==> config.mk <==
export PLATFORM = sky130hd
export DESIGN_NAME = serial_frame_feeder
export DESIGN_NICKNAME = d
export VERILOG_FILES = /design/src/rtl/serial_frame_feeder.sv
export SDC_FILE = /design/constraint.sdc
export NUM_CORES = 1
export LEC_CHECK = 0
export CAP_MARGIN = 5
export CORE_MARGIN = 2
export CORE_UTILIZATION = 27
export DETAILED_ROUTE_END_ITERATION = 8
export PLACE_DENSITY = 0.54
export SETUP_SLACK_MARGIN = 0.3
export SYNTH_ARGS = -nofsm -noshare
export SYNTH_HDL_FRONTEND = slang
export SYNTH_SLANG_ARGS = --single-unit
==> constraint.sdc <==
create_clock -name clk -period 3.35 [get_ports clk]
set_input_delay 0.5025 -clock clk [delete_from_list [all_inputs] [get_ports clk]]
set_output_delay 0.5025 -clock clk [all_outputs]
set_load 0.05 [all_outputs]
==> src/rtl/serial_frame_feeder.sv <==
// Parallel-to-serial feeder for the 10010 sequence detector: valid/ready word in, one bit per clock out.
// Optional even-parity bit after each word when PARITY_EN is defined.
module serial_frame_feeder #(
    parameter int   WIDTH     = 8,
    parameter bit   MSB_FIRST = 1'b1,
    parameter logic IDLE_BIT  = 1'b0
) (
    input  logic             clk,
    input  logic             rst_n,
    input  logic [WIDTH-1:0] din,
    input  logic             din_valid,
    output logic             din_ready,
    output logic             sout,
    output logic             sout_valid,
    output logic             frame_done,
    output logic             busy
);

    localparam int            CW   = $clog2(WIDTH + 1);
    localparam logic [CW-1:0] LAST = CW'(WIDTH - 1);

`ifdef PARITY_EN
    typedef enum logic [1:0] {IDLE, SHIFT, PAR} state_t;
`else
    typedef enum logic [1:0] {IDLE, SHIFT} state_t;
`endif

    state_t           state, state_n;
    logic [CW-1:0]    count, count_n;
    logic [WIDTH-1:0] shreg, shreg_n;
    logic             sout_n, sout_valid_n, frame_done_n, busy_n;
    logic             xfer, load;
`ifdef PARITY_EN
    logic             parity, parity_n;
`endif

    function automatic logic first_bit(input logic [WIDTH-1:0] w);
        return MSB_FIRST ? w[WIDTH-1] : w[0];
    endfunction

    function automatic logic [WIDTH-1:0] shift_word(input logic [WIDTH-1:0] w);
        return MSB_FIRST ? {w[WIDTH-2:0], 1'b0} : {1'b0, w[WIDTH-1:1]};
    endfunction

    // Ready only when the current cycle is the last one of a frame (or idle), so reloads are gapless.
`ifdef PARITY_EN
    assign din_ready = rst_n && (state == IDLE || state == PAR);
`else
    assign din_ready = rst_n && (state == IDLE || (state == SHIFT && count == LAST));
`endif
    assign xfer = din_valid && din_ready;

    always_comb begin
        state_n = state;
        count_n = count;
        shreg_n = shreg;
        sout_n  = IDLE_BIT;
        load    = 1'b0;
`ifdef PARITY_EN
        parity_n = parity;
`endif
        case (state)
            IDLE: load = xfer;
            SHIFT: begin
                if (count != LAST) begin
                    count_n = count + CW'(1);
                    sout_n  = first_bit(shreg);
                    shreg_n = shift_word(shreg);
                end else begin
`ifdef PARITY_EN
                    state_n = PAR;
                    sout_n  = parity;
`else
                    if (xfer) load = 1'b1;
                    else      state_n = IDLE;
`endif
                end
            end
`ifdef PARITY_EN
            PAR: begin
                if (xfer) load = 1'b1;
                else      state_n = IDLE;
            end
`endif
            default: state_n = IDLE;
        endcase

        // The first bit goes straight into the output register so it appears one cycle after transfer.
        if (load) begin
            state_n = SHIFT;
            count_n = '0;
            sout_n  = first_bit(din);
            shreg_n = shift_word(din);
`ifdef PARITY_EN
            parity_n = ^din;
`endif
        end

        sout_valid_n = (state_n != IDLE);
        busy_n       = (state_n != IDLE);
`ifdef PARITY_EN
        frame_done_n = (state_n == PAR);
`else
        frame_done_n = (state_n == SHIFT) && (count_n == LAST);
`endif
    end

    always_ff @(posedge clk or negedge rst_n) begin
        if (!rst_n) begin
            state      <= IDLE;
            count      <= '0;
            shreg      <= '0;
            sout       <= IDLE_BIT;
            sout_valid <= 1'b0;
            frame_done <= 1'b0;
            busy       <= 1'b0;
`ifdef PARITY_EN
            parity     <= 1'b0;
`endif
        end else begin
            state      <= state_n;
            count      <= count_n;
            shreg      <= shreg_n;
            sout       <= sout_n;
            sout_valid <= sout_valid_n;
            frame_done <= frame_done_n;
            busy       <= busy_n;
`ifdef PARITY_EN
            parity     <= parity_n;
`endif
        end
    end

endmodule

# Yosys cells after proc, flatten, opt, wreduce, memory -nomap -nowiden
# Cells that the tools add are included.
# W data, S select, Z words.
[word_totals]
reg_bits = 17
inputBits = 11
wordCells = 38
[classes]
addsub = 1
n_eq_ne = 5
n_mux = 16
n_reduce_logical = 10
[op_table]
columns = ["operator", "n"]
rows = [
  ["$mux W8", 3],
  ["$mux W4", 3],
  ["$eq A4 B3 Y1 const B", 2],
  ["$mux W2", 3],
  ["$reduce_bool A2 Y1", 3],
  ["$mux W1", 5],
  ["$add A4 B1 Y4 const B", 1],
  ["$eq A2 B1 Y1 const B", 2],
  ["$logic_and A1 B1 Y1", 4],
  ["$ne A4 B3 Y1 const B", 1],
  ["$pmux W2 S2", 1],
  ["$logic_not A2 Y1", 1],
  ["$pmux W1 S2", 1],
  ["$reduce_and A2 Y1", 1],
  ["$logic_or A1 B1 Y1", 1],
]

# Logic depth before layout (Yosys ltp)
# Gate-level depths: netlist of run 1.
[logic_depth]
word_depth = 11
ltp_mapped = 5
ltp_nobuf = 4

# Least setup slack after synthesis of run 1
# OpenSTA, ideal clock, no wires.
[synth_path]
path_kind = "reg2out"
startpoint = "register count[0]"
endpoint = "output din_ready"
t_arrival_ns = 1.679
required_ns = 2.847
path_slack_ns = 1.168
path_stages_with_launch = 5
path_buffers = 1
path_cell_list = "dfrtp_1 ha_1 nand3b_4 buf_6 a21oi_1"
[synth_via]
elab_chain_cells = 4
[synth_rtl]
columns = ["element", "line_no", "text"]
rows = [
  ["from (decl)", "29", "logic [CW-1:0] count, count_n;"],
  ["from (signal assigned)", "122", "count <= count_n;"],
  ["$eq A4 B3 Y1", "49", "assign din_ready = rst_n && (state == IDLE || (state == SHIFT && count == LAST));"],
  ["$logic_and A1 B1 Y1", "49", ""],
  ["$logic_or A1 B1 Y1", "49", ""],
  ["$logic_and A1 B1 Y1", "49", ""],
  ["to (decl)", "12", "output logic din_ready,"],
]
# Every way passes these cells.

# Worst setup path after layout of run 1
# Same ends and word-level chain as after synthesis.

==> results_dict.tcl, run 1 <==
set metrics [dict create \
    grt.total_usage_pct 11.6 \
    max_freq_mhz 478 \
    yosysTopAreaCell "dfrtp_1" \
    grt_pass1_vias 616 \
    p_leak_nw 0.474 \
    place_area_sq_um 962 \
    r2r_start "count[0]$_DFF_PN0_" \
    holdCritPathClass "in2async" \
    status "finished, violations left" \
    wire_per_inst_microns 13.4 \
    clock_latency_ns 0.29 \
    drc 3 \
    synth_cell_types 31 \
    numCtsBuffers 3 \
    antenna_found_initial 0 \
    endpoint_kind "output port" \
    synthesis.nets 83 \
    grt_pass1_wl_microns 2900 \
    drt_wl_total_microns 1590 \
    detailedRoute.firstIterationViolations 14 \
    fin_crit_ns 2.09 \
    vias 609 \
    cts_resized 0 \
    relSlewSlack_pct 66.8 \
    r2r_slack_ns 1.77 \
    io_pins 16 \
    yosysWarnings 0 \
    cts_tree "built" \
    rsz0062_at_grt "false" \
    yosysSeqAreaShare_pct 49.5 \
    drv_cap 0 \
    cts.sinks 16 \
    hold_buffers 0 \
    worst_pin_slew_ns 0.496 \
    syn-cell-area_sq_um 810 \
    place_congestion 0.711 \
    die_w_microns 58.8 \
    required_ns 2.85 \
    arrival_ns 1.59 \
    dr.pass1.iters 6 \
    setup_viol_count_final 0 \
    finalSetupTns_ns 0 \
    syn_avg_cell_area_sq_um 11.4 \
    core-area_sq_um 2810 \
    postCtsSetupRepairBufs 0 \
    critical_path_class "reg2out" \
    synthCells 71 \
    clk_path_buf_depth 2 \
    layout-drive-gt1-share_pct 11.5 \
    grt_max_degree 15 \
    ys_seq_elements 16 \
    hold_viol 0 \
    clk_pin_slew_ns 0.09 \
    placementRows 19 \
    fin_worst_hold_slack_ns 0.464 \
    synthTopCellsByArea "dfrtp_1, a221o_1, buf_6" \
    io_buffers 15 \
    ant_nets 0 \
    fin_nets 100 \
    finalPower_w 0.000535 \
    async_flop_share_pct 100 \
    ir_drop_uv 159 \
    critPathLaunchType "flip-flop" \
    finish.instance_area_sq_um 998 \
    vias_per_cell 5.16 \
    synth-edff-count 0 \
    rr_worst_depth 4 \
    ys.flop_type "dfrtp_1" \
    worstReg2RegEnd "shreg[4]$_DFFE_PN0P_" \
    synth_top_area_share_pct 49.5 \
    ctsRootBufferMaster "clkbuf_4" \
    fp.dieArea_sq_um 3450 \
    overflow 0 \
    initial_utilization_pct 28.9 \
    dpl.hpwl_microns 1170 \
    fin_skew_ns 0.00360 \
    area_growth_pct 23.3 \
    die_y_microns 58.8 \
    num-fill-cells 296 \
    power.density_nw_per_um2 536 \
    htreeDepth 1 \
    fin_crit_sh_pct 62.4 \
    diodes 0 \
    final_max_slew_viol_count 0 \
    critPathMaxFanout 14 \
    violations "DRC" \
]
-- metrics by stage --
stage | setup WS (ns) | util, % | instances
after floorplan | 1.17 | - | 71
after global placement | 1.24 | 34.3 | 114
after detailed placement | 1.20 | 34.3 | 114
after CTS | 1.22 | 35.6 | 118
after global routing | 1.09 | 35.6 | 118
final | 1.26 | 35.6 | 118
-- cells by family after synthesis --
family | Yosys count | synth area share (%)
AOI/OAI and AO/OA | 23 | 22.7
and+or+nand+nor | 21 | 17.6
DFF | 16 | 49.5
buffers and inverters | 8 | 6.95
muxes | 1 | 1.24
adders and majority gates | 1 | 1.55
other | 1 | 0.463
-- placed cells by master (no fill, tap or decap), drive strengths merged --
cell type | netlist | final
o21a | 2 | 2
dfrtp | 16 | 16
a31oi | 1 | 1
nand2 | 3 | 3
a21boi | 2 | 2
inv | 4 | 4
nor4 | 1 | 1
mux2i | 1 | 1
a211oi | 2 | 2
o21ai | 4 | 4
or3 | 1 | 1
a21o | 1 | 1
a32o | 1 | 1
ha | 1 | 1
clkdlybuf4s50 | 0 | 14
buf | 4 | 2
conb | 1 | 1
o32a | 1 | 1
nand2b | 2 | 2
nand3 | 4 | 4
and3 | 5 | 5
and3b | 1 | 1
a221o | 5 | 5
and2b | 1 | 1
clkbuf | 0 | 4
nand4b | 1 | 1
a21oi | 4 | 4
nand3b | 2 | 2
-- layout make-up --
type / instances / area [sq um] / area share, %
clock buffer: 4 / 36.3 / 3.63
inverter: 4 / 15.0 / 1.50
multi-input combinational: 47 / 353 / 35.3
sequential: 16 / 400 / 40.1
tap: 31 / 38.8 / 3.88
timing repair buffer: 16 / 155 / 15.5
-- layer usage --
layer | global-route usage (%) | up-vias | part of all wire, %
met1 | 15.7 | 293 | 48
met5 | 0 | - | 0
li1 | - | 296 | -
met2 | 16.3 | 15 | 44
met3 | 3.08 | 5 | 5.9
met4 | 6.82 | 0 | 2.5
-- power by group --
part,switching (W),leakage (nW),total [W],internal [W]
clock network,0.0000605,0.0210,0.000127,0.0000662
logic,0.0000681,0.248,0.000134,0.0000659
registers,0.0000375,0.205,0.000274,0.000237
-- flip-flops by register name, summed over array words and instances (netlist names) --
name and flops:
busy 1, count 4, sout 1, frame_done 1
state 2, shreg 7
-- synth_stat cells (2+ instances only) --
cell / n
o21ai_0: 4
and3_1: 5
dfrtp_1: 16
o21a_1: 2
a211oi_1: 2
a221o_1: 5
nand2_1: 3
a21oi_1: 3
nand3_1: 4
buf_6: 3
inv_1: 4
-- worst max-delay path: stages, from the launching register on --
cell      delay, ns
dfrtp_1        0.41
ha_1           0.29
nand3b_4       0.20
a21oi_1        0.19
buf_4          0.21
-- worst max path at each step --
stage                             from                    to  slack, ns  depth (start not counted)
floorplan           count[0]$_DFF_PN0_             din_ready       1.17                          4
global placement                 rst_n             din_ready       1.24                          4
detailed placement               rst_n  shreg[7]$_DFFE_PN0P_       1.20                          4
CTS                 count[0]$_DFF_PN0_             din_ready       1.22                          4
global route        count[0]$_DFF_PN0_             din_ready       1.09                          4
finish              count[0]$_DFF_PN0_             din_ready       1.26                          4
Note: power is estimated with default switching activity, not from simulation.
==> run 2: changes to the inputs <==
--- a/config.mk
+++ b/config.mk
@@ -9,7 +9,7 @@
 export CORE_MARGIN = 2
 export CORE_UTILIZATION = 27
 export DETAILED_ROUTE_END_ITERATION = 8
-export PLACE_DENSITY = 0.54
+export PLACE_DENSITY = 0.56
 export SETUP_SLACK_MARGIN = 0.3
 export SYNTH_ARGS = -nofsm -noshare
 export SYNTH_HDL_FRONTEND = slang
==> constraint.sdc (replaced) <==
create_clock -name clk -period 1.9 [get_ports clk]
set_input_delay 0.285 -clock clk [delete_from_list [all_inputs] [get_ports clk]]
set_output_delay 0.285 -clock clk [all_outputs]
set_load 0.05 [all_outputs]
==> run 2 against run 1 <==
Compared with the run above: the flow still finishes with violations (DRC); critical path depth did not move; routed wire length increased by 10%; clock power up 81%; sequential cell count stayed put; sequential share of layout area decreased by 2.8 points; combinational power grew 120%.
==> results_dict.tcl, run 2 (synthesis gave the netlist of run 1 again) <==
set metrics [dict create \
    arrival_ns 1.32 \
    grt_util_met2_pct 16.5 \
    layout_commonest_cell "dfrtp_1" \
    io_pins 16 \
    finalSetupTns_ns 0 \
    area_growth_pct 32.9 \
    violations "DRC" \
    r2r_start "count[0]$_DFF_PN0_" \
    layout-drive-gt1-share_pct 19.6 \
    hold_buffers 0 \
    fin_nets 105 \
    fin_crit_sh_pct 84.7 \
    htreeDepth 1 \
    drc 2 \
    max_freq_mhz 621 \
    ir_drop_uv 485 \
    ctsRootBufferMaster "clkbuf_4" \
    grt.total_usage_pct 11.3 \
    status "finished, violations left" \
    io_buffers 15 \
    required_ns 1.62 \
    overflow 0 \
    drt_wl_total_microns 1750 \
    rr_worst_depth 5 \
    drv_cap 0 \
    grt_pass1_wl_microns 2880 \
    die_w_microns 58.8 \
    antenna_found_initial 0 \
    p_leak_nw 0.517 \
    final_max_slew_viol_count 0 \
    fin_skew_ns 0.00528 \
    numCtsBuffers 3 \
    rsz0062_at_grt "true" \
    dpl.hpwl_microns 1220 \
    setup_viol_count_final 0 \
    critical_path_class "reg2out" \
    vias 626 \
    fin_crit_ns 1.61 \
    cp_slowest_cell "dfrtp_1" \
    die_y_microns 58.8 \
    top_register "shreg" \
    power.density_nw_per_um2 937 \
    placementRows 19 \
    place_congestion 0.758 \
    wire_per_inst_microns 14.2 \
    grt_max_degree 13 \
    cts_tree "built" \
    crit_buf_inv 1 \
    crit_family "flip-flops" \
    grt_util_met3_pct 4.84 \
    crit_chain "ha_4 > nand3b_4 > a21oi_4 > buf_12" \
    r2r_slack_ns 0.37 \
    clk_path_buf_depth 2 \
    final_cell_mix "dfrtp_1, clkdlybuf4s50_1, buf_4, and3_1, a221o_1" \
    largest_reg_flops 7 \
    grt_use_met1_pct 15.4 \
    initial_utilization_pct 28.9 \
    slowest_delay_ns 0.42 \
    grt_most_used_layer "met2" \
    cp_num_cells 4 \
    dr.pass1.iters 6 \
    fin_worst_hold_slack_ns 0.173 \
    holdCritPathClass "in2async" \
    detailedRoute.firstIterationViolations 11 \
    core-area_sq_um 2810 \
    diodes 0 \
    endpoint_kind "output port" \
    crit_start "count[1]$_DFF_PN0_" \
    vias_per_cell 5.09 \
    ant_nets 0 \
    grt_pass1_vias 604 \
    critPathMaxFanout 5 \
    worstReg2RegEnd "shreg[4]$_DFFE_PN0P_" \
    fp.dieArea_sq_um 3450 \
    top_regs "shreg (7), count (4), state (2)" \
    clock_latency_ns 0.29 \
    cts.sinks 16 \
    critPathLaunchType "flip-flop" \
    hold_viol 0 \
    clk_pin_slew_ns 0.10 \
]
==> run 2: timing repair <==
item | in CTS | in global routing
setup buffers | 1 | 2
setup endpoints to repair | 10 | 7
pin swaps | 0 | 2
gates resized for setup | 6 | 2
==> run 2: power breakdown <==
part	total (W)	switching (W)	internal (W)	leakage (nW)
combinational	0.000289	0.000139	0.000151	0.293
sequential	0.000490	0.0000711	0.000419	0.204
clock	0.000230	0.000113	0.000117	0.0210
==> run 2: worst max-delay path by stage <==
stage / to / slack [ns]
floorplan: din_ready / 0.38
global placement: shreg[7]$_DFFE_PN0P_ / 0.18
detailed placement: shreg[2]$_DFFE_PN0P_ / 0.14
CTS: din_ready / 0.18
global route: din_ready / 0.22
finish: din_ready / 0.29
==> run 2: cell type report <==
| cell class | instances | area (sq um) |
|---|---|---|
| fill | 295 | 1730 |
| sequential | 16 | 402 |
| multi-input combinational | 47 | 384 |
| timing repair buffer | 21 | 200 |
| tap | 31 | 38.8 |
| clock buffer | 4 | 36.3 |
| inverter | 4 | 15.0 |
==> run 2: worst register-to-register path, stage by stage (launching register included) <==
cell      delay, ns
dfrtp_2        0.45
ha_4           0.19
nand3b_4       0.10
buf_4          0.21
a21boi_4       0.10
a221o_1        0.36
==> run 2: through the flow <==
step	utilization, %	area (sq um)	instances	worst slack (ns)	power [W]
3_5_place_dp	35.7	1000	116	0.141	0.000742
4_1_cts	37.4	1050	121	0.181	0.000979
6_report	38.4	1080	123	0.291	0.00101
2_1_floorplan	-	821	71	0.384	0.000659
5_1_grt	38.4	1080	123	0.219	0.00108
3_3_place_gp	35.7	1000	116	0.184	0.000735
==> run 2: layer usage <==
layer / share of wire [%] / vias to the layer above / wire length, microns
met2: 45 / 16 / 786
met3: 6.1 / 2 / 106
met1: 48 / 303 / 841
met4: 0.97 / 0 / 17
met5: 0 / - / 0
li1: - / 305 / -
